File: config.mk
export PLATFORM = sky130hd
export DESIGN_NAME = rtc_bus_sched
export DESIGN_NICKNAME = d
export VERILOG_FILES = /design/src/rtl/rtc_bus_sched.sv
export SDC_FILE = /design/constraint.sdc
export NUM_CORES = 1
export LEC_CHECK = 0
export ABC_AREA = 0
export BUFFER_PORTS_ARGS = -buffer_cell sky130_fd_sc_hd__buf_2
export CELL_PAD_IN_SITES_DETAIL_PLACEMENT = 1
export CELL_PAD_IN_SITES_GLOBAL_PLACEMENT = 1
export CORE_UTILIZATION = 31
export DETAILED_ROUTE_END_ITERATION = 7
export GPL_ROUTABILITY_DRIVEN = 0
export PLACE_DENSITY_LB_ADDON = 0.3
export SETUP_SLACK_MARGIN = 0.15
export SLEW_MARGIN = 20
export SYNTH_ARGS = -nofsm -noshare
export SYNTH_HDL_FRONTEND = slang
export SYNTH_SLANG_ARGS = --single-unit
File: constraint.sdc
create_clock -name clk -period 2.2 [get_ports clk]
set_clock_uncertainty 0.15 [all_clocks]
set_input_delay 0.33 -clock clk [delete_from_list [all_inputs] [get_ports clk]]
set_output_delay 0.33 -clock clk [all_outputs]
set_load 0.02 [all_outputs]
File: src/rtl/rtc_bus_sched.sv
// Three-requester scheduler for a multiplexed-A/D RTC bus: arbitrates, then
// runs ADDR/GAP/DATA/RECOVER phases of T_PH cycles each.
module rtc_bus_sched #(
  parameter int unsigned T_PH  = 4,
  parameter int unsigned RR_EN = 1
) (
  input  logic        clk,
  input  logic        reset,
  input  logic [2:0]  req,
  input  logic [2:0]  we,
  input  logic [23:0] addr,
  input  logic [23:0] wdata,
  output logic [2:0]  grant,
  output logic [2:0]  done,
  output logic [7:0]  rdata,
  input  logic [7:0]  ad_in,
  output logic [7:0]  ad_out,
  output logic        ad_oe,
  output logic [3:0]  control,
  output logic        busy
);

  localparam int unsigned CW = 4;
  localparam logic [CW-1:0] PH_LAST = CW'(T_PH - 1);

  // control = {a_d, cs_n, rd_n, wr_n}
  localparam logic [3:0] CTL_OFF  = 4'b1111;
  localparam logic [3:0] CTL_ADDR = 4'b0010;
  localparam logic [3:0] CTL_WR   = 4'b1010;
  localparam logic [3:0] CTL_RD   = 4'b1001;

  typedef enum logic [2:0] {
    S_IDLE,
    S_ADDR,
    S_GAP,
    S_DATA,
    S_RECOVER
  } state_t;

  state_t          state;
  logic [CW-1:0]   cnt;
  logic [1:0]      last_idx;
  logic            we_l;
  logic [7:0]      addr_l;
  logic [7:0]      wdata_l;

  logic [2:0][7:0] addr_v;
  logic [2:0][7:0] wdata_v;
  logic [2:0]      elig;
  logic [1:0]      ord0, ord1, ord2;
  logic [1:0]      win_idx;
  logic            win_vld;
  logic [2:0]      win_oh;

  assign addr_v  = addr;
  assign wdata_v = wdata;

  // A requester is not re-granted during its own completion pulse.
  assign elig = req & ~done;

  // Search order: rotated past the last owner for round-robin, else 0,1,2.
  always_comb begin
    ord0 = 2'd0;
    ord1 = 2'd1;
    ord2 = 2'd2;
    if (RR_EN != 0) begin
      case (last_idx)
        2'd0: begin
          ord0 = 2'd1;
          ord1 = 2'd2;
          ord2 = 2'd0;
        end
        2'd1: begin
          ord0 = 2'd2;
          ord1 = 2'd0;
          ord2 = 2'd1;
        end
        default: ;
      endcase
    end
  end

  always_comb begin
    win_vld = 1'b1;
    win_idx = ord0;
    if (elig[ord0]) begin
      win_idx = ord0;
    end else if (elig[ord1]) begin
      win_idx = ord1;
    end else if (elig[ord2]) begin
      win_idx = ord2;
    end else begin
      win_vld = 1'b0;
    end
  end

  assign win_oh = 3'b001 << win_idx;

  // Phase sequencer with registered bus outputs for the upcoming state.
  always_ff @(posedge clk) begin
    if (reset) begin
      state    <= S_IDLE;
      cnt      <= '0;
      last_idx <= 2'd2;
      we_l     <= 1'b0;
      addr_l   <= 8'h00;
      wdata_l  <= 8'h00;
      grant    <= 3'b000;
      done     <= 3'b000;
      rdata    <= 8'h00;
      ad_out   <= 8'h00;
      ad_oe    <= 1'b0;
      control  <= CTL_OFF;
      busy     <= 1'b0;
    end else begin
      done <= 3'b000;
      case (state)
        S_IDLE: begin
          if (win_vld) begin
            state    <= S_ADDR;
            cnt      <= '0;
            grant    <= win_oh;
            last_idx <= win_idx;
            we_l     <= we[win_idx];
            addr_l   <= addr_v[win_idx];
            wdata_l  <= wdata_v[win_idx];
            control  <= CTL_ADDR;
            ad_oe    <= 1'b1;
            ad_out   <= addr_v[win_idx];
            busy     <= 1'b1;
          end
        end

        S_ADDR: begin
          if (cnt != PH_LAST) begin
            cnt <= cnt + CW'(1);
          end else begin
            cnt     <= '0;
            state   <= S_GAP;
            control <= CTL_OFF;
            ad_oe   <= 1'b0;
            ad_out  <= 8'h00;
          end
        end

        S_GAP: begin
          if (cnt != PH_LAST) begin
            cnt <= cnt + CW'(1);
          end else begin
            cnt   <= '0;
            state <= S_DATA;
            if (we_l) begin
              control <= CTL_WR;
              ad_oe   <= 1'b1;
              ad_out  <= wdata_l;
            end else begin
              control <= CTL_RD;
              ad_oe   <= 1'b0;
              ad_out  <= 8'h00;
            end
          end
        end

        S_DATA: begin
          if (cnt != PH_LAST) begin
            cnt <= cnt + CW'(1);
          end else begin
            cnt   <= '0;
            state <= S_RECOVER;
            if (!we_l) begin
              rdata <= ad_in;
            end
            control <= CTL_OFF;
            ad_oe   <= 1'b0;
            ad_out  <= 8'h00;
          end
        end

        S_RECOVER: begin
          if (cnt != PH_LAST) begin
            cnt <= cnt + CW'(1);
          end else begin
            cnt   <= '0;
            state <= S_IDLE;
            done  <= grant;
            grant <= 3'b000;
            busy  <= 1'b0;
          end
        end

        default: begin
          state   <= S_IDLE;
          cnt     <= '0;
          grant   <= 3'b000;
          control <= CTL_OFF;
          ad_oe   <= 1'b0;
          ad_out  <= 8'h00;
          busy    <= 1'b0;
        end
      endcase
    end
  end

  // Owner index is implied by the latched addr/we; ord2 keeps lint quiet when unused.
  logic unused_ok;
  assign unused_ok = &{1'b0, addr_l, ord2};

endmodule

After elaboration in Yosys (flattened, before gate mapping)
Index checks and enable logic that the tools add are counted.
{ "word_totals": {"regBits": 46, "out_inout_bits": 28} }
{ "classes": {"addsub": 1, "n_lt_le_gt_ge": 4, "eq_ne": 12, "shift": 1, "n_mux": 48, "n_bitwise": 6, "reduce_logical": 11} }
{ "op_table": {"columns": ["operator", "n"], "rows": [
  ["$mux 8", 6],
  ["$bmux 8 s2", 2],
  ["$pmux 8 s4", 1],
  ["$mux 4", 5],
  ["$mux 3", 6],
  ["$pmux 4 s4", 1],
  ["$pmux 3 s5", 1],
  ["$lt 2x3->1 const B", 4],
  ["$ne 2x2->1 const B", 6],
  ["$pmux 2 s2", 3],
  ["$mux 1", 11],
  ["$pmux 3 s3", 1],
  ["$bmux 1 s2", 4],
  ["$mux 2", 4],
  ["$pmux 4 s2", 1],
  ["$eq 3x2->1 const B", 2],
  ["$reduce_and 3->1", 2],
  ["$reduce_or 3->1", 2],
  ["$reduce_and 5->1", 1],
  ["$add 4x1->4 const B", 1],
  ["$ne 4x2->1 const B", 1],
  ["$not 1->1", 4],
  ["$pmux 1 s4", 1],
  ["$reduce_and 4->1", 1],
  ["12 further kinds", 12]
]} }

Depth between registers and ports, before layout
{ "logic_depth": {"ltp_word": 11, "ltp_mapped": 7, "depth_no_buf": 6} }

Least setup slack after synthesis
No wires, ideal clock.
{ "synth_path": {"path_type": "flip-flop to flip-flop", "start": "register cnt[0]", "end": "register control[0]", "setup_ns": 0.114, "arrival_time_ns": 1.862, "required_time_ns": 1.936, "path_slack_ns": 0.074, "path_stages_with_launch": 7, "period_less_slack_ns": 2.126, "path_cell_list": "dfxtp_1 > ha_1 > nor3b_1 > o21a_1 > nor2_2 > or4_1 > a21o_1"} }
{ "synth_between": {"elab_chain_len": 3, "word_cells_on_any_way": 4, "cone_classes": "eq/ne (3); reduce/logical (1)"} }
{ "synth_rtl": {"columns": ["item", "line", "rtl"], "rows": [
  ["start: declaration", "41", "logic [CW-1:0] cnt;"],
  ["start signal: assignment", "136", "cnt <= cnt + CW'(1);"],
  ["start signal: assignment", "148", "cnt <= cnt + CW'(1);"],
  ["start signal: assignment", "166", "cnt <= cnt + CW'(1);"],
  ["$ne 4x2->1 *", "135, 147, 165", null],
  ["$ne 2x2->1 (no source line)", null, null],
  ["$reduce_and 4->1 (no source line) *", null, null],
  ["end signal: assignment", "140", "control <= CTL_OFF;"],
  ["end signal: assignment", "153", "control <= CTL_WR;"],
  ["end signal: assignment", "173", "control <= CTL_OFF;"],
  ["end: declaration", "19", "output logic [3:0] control,"]
]} }
Mark *: on every way between the ends. The rest lies on a longest branch, timed or not.
A chain may end at the register's enable or synchronous reset.

Worst setup path in the final report
{ "layout_path": {"start": "register state[0]", "end": "register control[0]"} }
{ "layout_between": {"elab_chain_len": 4, "word_cells_on_any_way": 12, "cone_classes": "eq/ne (7); mux (1); bitwise (1); reduce/logical (3)"} }
{ "layout_rtl": {"columns": ["item", "line", "rtl"], "rows": [
  ["start: declaration", "40", "state_t state;"],
  ["start signal: assignment", "102", "state <= S_IDLE;"],
  ["start signal: assignment", "120", "state <= S_ADDR;"],
  ["start signal: assignment", "139", "state <= S_GAP;"],
  ["$eq 3x2->1 / $eq 3x1->1 (equally long branches)", "117", "case (state)"],
  ["$reduce_or 2->1 (no source line)", null, null],
  ["$ne 2x2->1 (no source line)", null, null],
  ["$reduce_and 4->1 (no source line)", null, null],
  ["end signal: assignment", "113", "control <= CTL_OFF;"],
  ["end signal: assignment", "127", "control <= CTL_ADDR;"],
  ["end signal: assignment", "140", null]
]} }
Several ways; a longest one is shown, not always the timed one.

==> metrics.cfg <==
[outcome]
status=finished clean

[timing]
period_share_pct=90.2
rsz0062_at_grt=false
maxClockFrequency_ghz=0.504
setup_tns_ps=0
fin_ws_ps=217
setup_viol=0
holdWs_ps=99.7
relSlewSlack_pct=61.4
hold_violations=0
drv_slew=0
worst_pin_slew_ps=575
fin_crit_ps=1980

[clock_network]
cts_tree=yes
clk_pin_slew_ps=80
htree_levels=2
cts_made_buffers=5
clk_latency_ps=300
clock_path_buffers=2
clock_sinks=46
clockRootBuffer=clkbuf_8

[logic_synthesis]
synth_edf_count=0
ys_seq_area_share_pct=41.9
netlist_area_um2=2200
synth_cell_types=44
synthCells=251
synth-seq-cells=46
synth_nets=316
postSynthAreaPerCell_um2=8.75
ys_warn_count=0
synth_ff_type=dfxtp_1
async_reset_ff_share_pct=0

[layout]
drive_gt1_share_pct=38.7
areaGrowthSynthToFinish_pct=36.8
seqCellArea_um2=921
fin_nets=414
nFillCells=848
multi_input_area_um2=1260
utilization_pct=44.0
n_antenna_cell=0

[detailed_routing]
drc=0
drtPass1Iterations=4
drtAntennaViolNets=0
drt_iter0_markers=70
avgRoutedWirePerCell_um=16.1
via_per_inst=5.33
wirelength_um=7190
num_vias=2371

[hold_path]
holdPathStages=3
hp-start=wdata[12]
hp-class=input pin to flop
worst_hold_path.endpoint=wdata_l[4]

[critical_path]
cp_cell_sequence=or2_4 > a311oi_4 > nor2_2 > or4_1 > a21o_1
slowest_stage=or4_1
worstPathRequired_ps=2250
rrSetupSlack_ps=220
cp_data_arrival_time_ps=2030
path_delay_family=simple AND/OR/NAND/NOR gates
path_depth=5
worstSetupPathType=flop to flop
reg2reg_from=state[0]
cp_max_fo=4
slowest_delay_ps=500
cp_num_buf_inv=0
crit_path_end_kind=flop
worstSetupStartpointType=flop
worst-r2r-cell-count=5
r2r-end=control[0]

[grt]
grt_busiest_layer=met2
gr-total-overflow=0
grt_max_degree=30
gr-usage-met2_pct=33.4
met3_usage_pct=3.14
grt_use_met1_pct=26.3
grt_pass1_wl_um=11500
grt_pass1_vias=2305
antenna_found_initial=0
gr-usage-all-layers_pct=20.0

[placed_design]
dp_hpwl_um=5240
post-place-ws_ps=-141
port_buffers=91

[pwr]
power.density_nw_per_um2=609
ir_drop_v=0.000393
p_total_mw=1.83
leakage_nw=1.34

[run]
max-cap-violations=0

[floorplanning]
die_x_um=86.2
fp.dieH_um=86.2
ios=92
core_area_um2=6830
fp-row-count=30
start_util_pct=32.2
fp.dieArea_um2=7430

## logic make-up (layout without fill, tap and decap cells)
| group | after synthesis | in the layout | share of synthesized area, % |
|---|---|---|---|
| multiplexers | 8 | 8 | 3.64 |
| AND/OR/NAND/NOR | 91 | 91 | 20.4 |
| XOR/XNOR | 3 | 3 | 1.20 |
| AO/OA/AOI/OAI | 80 | 80 | 28.0 |
| buffers and inverters | 22 | 120 | 4.27 |
| flip-flops | 46 | 46 | 41.9 |
| adder cells (fa/ha/maj) | 1 | 1 | 0.569 |
## report_power, final
group	switching (mW)	internal [mW]	total, mW
Clock	0.280	0.218	0.498
Combinational	0.226	0.176	0.403
Sequential	0.0435	0.888	0.931
Total	0.549	1.28	1.83
## through the flow
step           std cells  instance area [µm²]
4_1_cts              445                 2980
2_1_floorplan        251                 2220
3_5_place_dp         436                 2850
5_1_grt              445                 3010
3_3_place_gp         436                 2850
6_report             445                 3010
## Yosys cell counts, types with 3 or more instances
cell type  number  area (µm²)
a21oi_1         9        45.0
or3_1           3        18.8
a221oi_1        9        78.8
and2_1          3        18.8
o21ai_0         4        20.0
o31ai_1        10        75.1
nand2_1         9        33.8
nor3_1          8        40.0
dfxtp_1        46         921
a22o_1          3        26.3
nand3_1        24         120
nand2b_1        5        31.3
buf_2           3        15.0
nor2_1         25        93.8
a22oi_1        18         135
o211ai_1        9        67.6
mux2i_1         8        80.1
a21o_1          5        37.5
inv_1           3        11.3
nor2b_1         4        25.0
clkbuf_1       15        56.3
## registers in the layout, indices dropped and copies added, names as in the netlist
signal    count
rdata         8
cnt           4
grant         3
control       4
done          3
ad_out        8
ad_oe         1
wdata_l       8
last_idx      2
we_l          1
busy          1
state         3
## how the worst max path moves through the flow
stage / slack [ps] / from / endpoint
after global routing: 160 / done[1] / control[0]
final: 220 / state[0] / control[0]
after floorplan: 160 / done[0] / wdata_l[6]
after CTS: 160 / state[0] / control[0]
after detailed placement: -140 / cnt[1] / ad_out[3]
after global placement: -60 / req[2] / ad_out[4]
## cells in the final DEF, fill, tap and decap left out, drive strengths merged, types with 2 or more instances in the layout
| cell | netlist | layout |
|---|---|---|
| nand2 | 9 | 9 |
| clkbuf | 15 | 6 |
| o211ai | 9 | 9 |
| dfxtp | 46 | 46 |
| or3 | 3 | 3 |
| nand3 | 24 | 24 |
| o211a | 2 | 2 |
| nor4 | 2 | 2 |
| nor3 | 8 | 8 |
| a21oi | 9 | 9 |
| nor2b | 4 | 4 |
| nand2b | 5 | 5 |
| a21o | 5 | 5 |
| o21ai | 4 | 4 |
| nand3b | 2 | 2 |
| or2 | 2 | 2 |
| mux2i | 8 | 8 |
| o21bai | 2 | 2 |
| xnor2 | 2 | 2 |
| a221oi | 9 | 9 |
| buf | 4 | 110 |
| a22oi | 18 | 18 |
| nor2 | 26 | 26 |
| inv | 3 | 3 |
| a22o | 3 | 3 |
| and2 | 3 | 3 |
| o31ai | 11 | 11 |
## layout make-up
class | instances | area share [%]
sequential | 46 | 30.6
multi-input combinational | 183 | 42.0
clock buffer | 6 | 2.41
inverter | 3 | 0.375
clock inverter | 1 | 0.250
tap | 96 | 4.00
timing repair buffer | 110 | 20.3
## repair_timing
action / CTS / global route
setup endpoints to repair: 26 / 21
pin swaps: 1 / 1
setup buffers: 2 / 0
hold buffers: 0 / 0
endpoints found under the hold margin: 0 / 0
gates resized for setup: 7 / 10
## worst min-delay path: stages
cell	delay, ps
buf_2	70
nand3_1	50
o31ai_1	60
## metal layers
metal / wire, µm / share of wire (%)
met5: 0 / 0
met4: 137 / 1.9
met3: 245 / 3.4
met2: 3440 / 48
met1: 3370 / 47
Power figures use the tool's default switching activity.
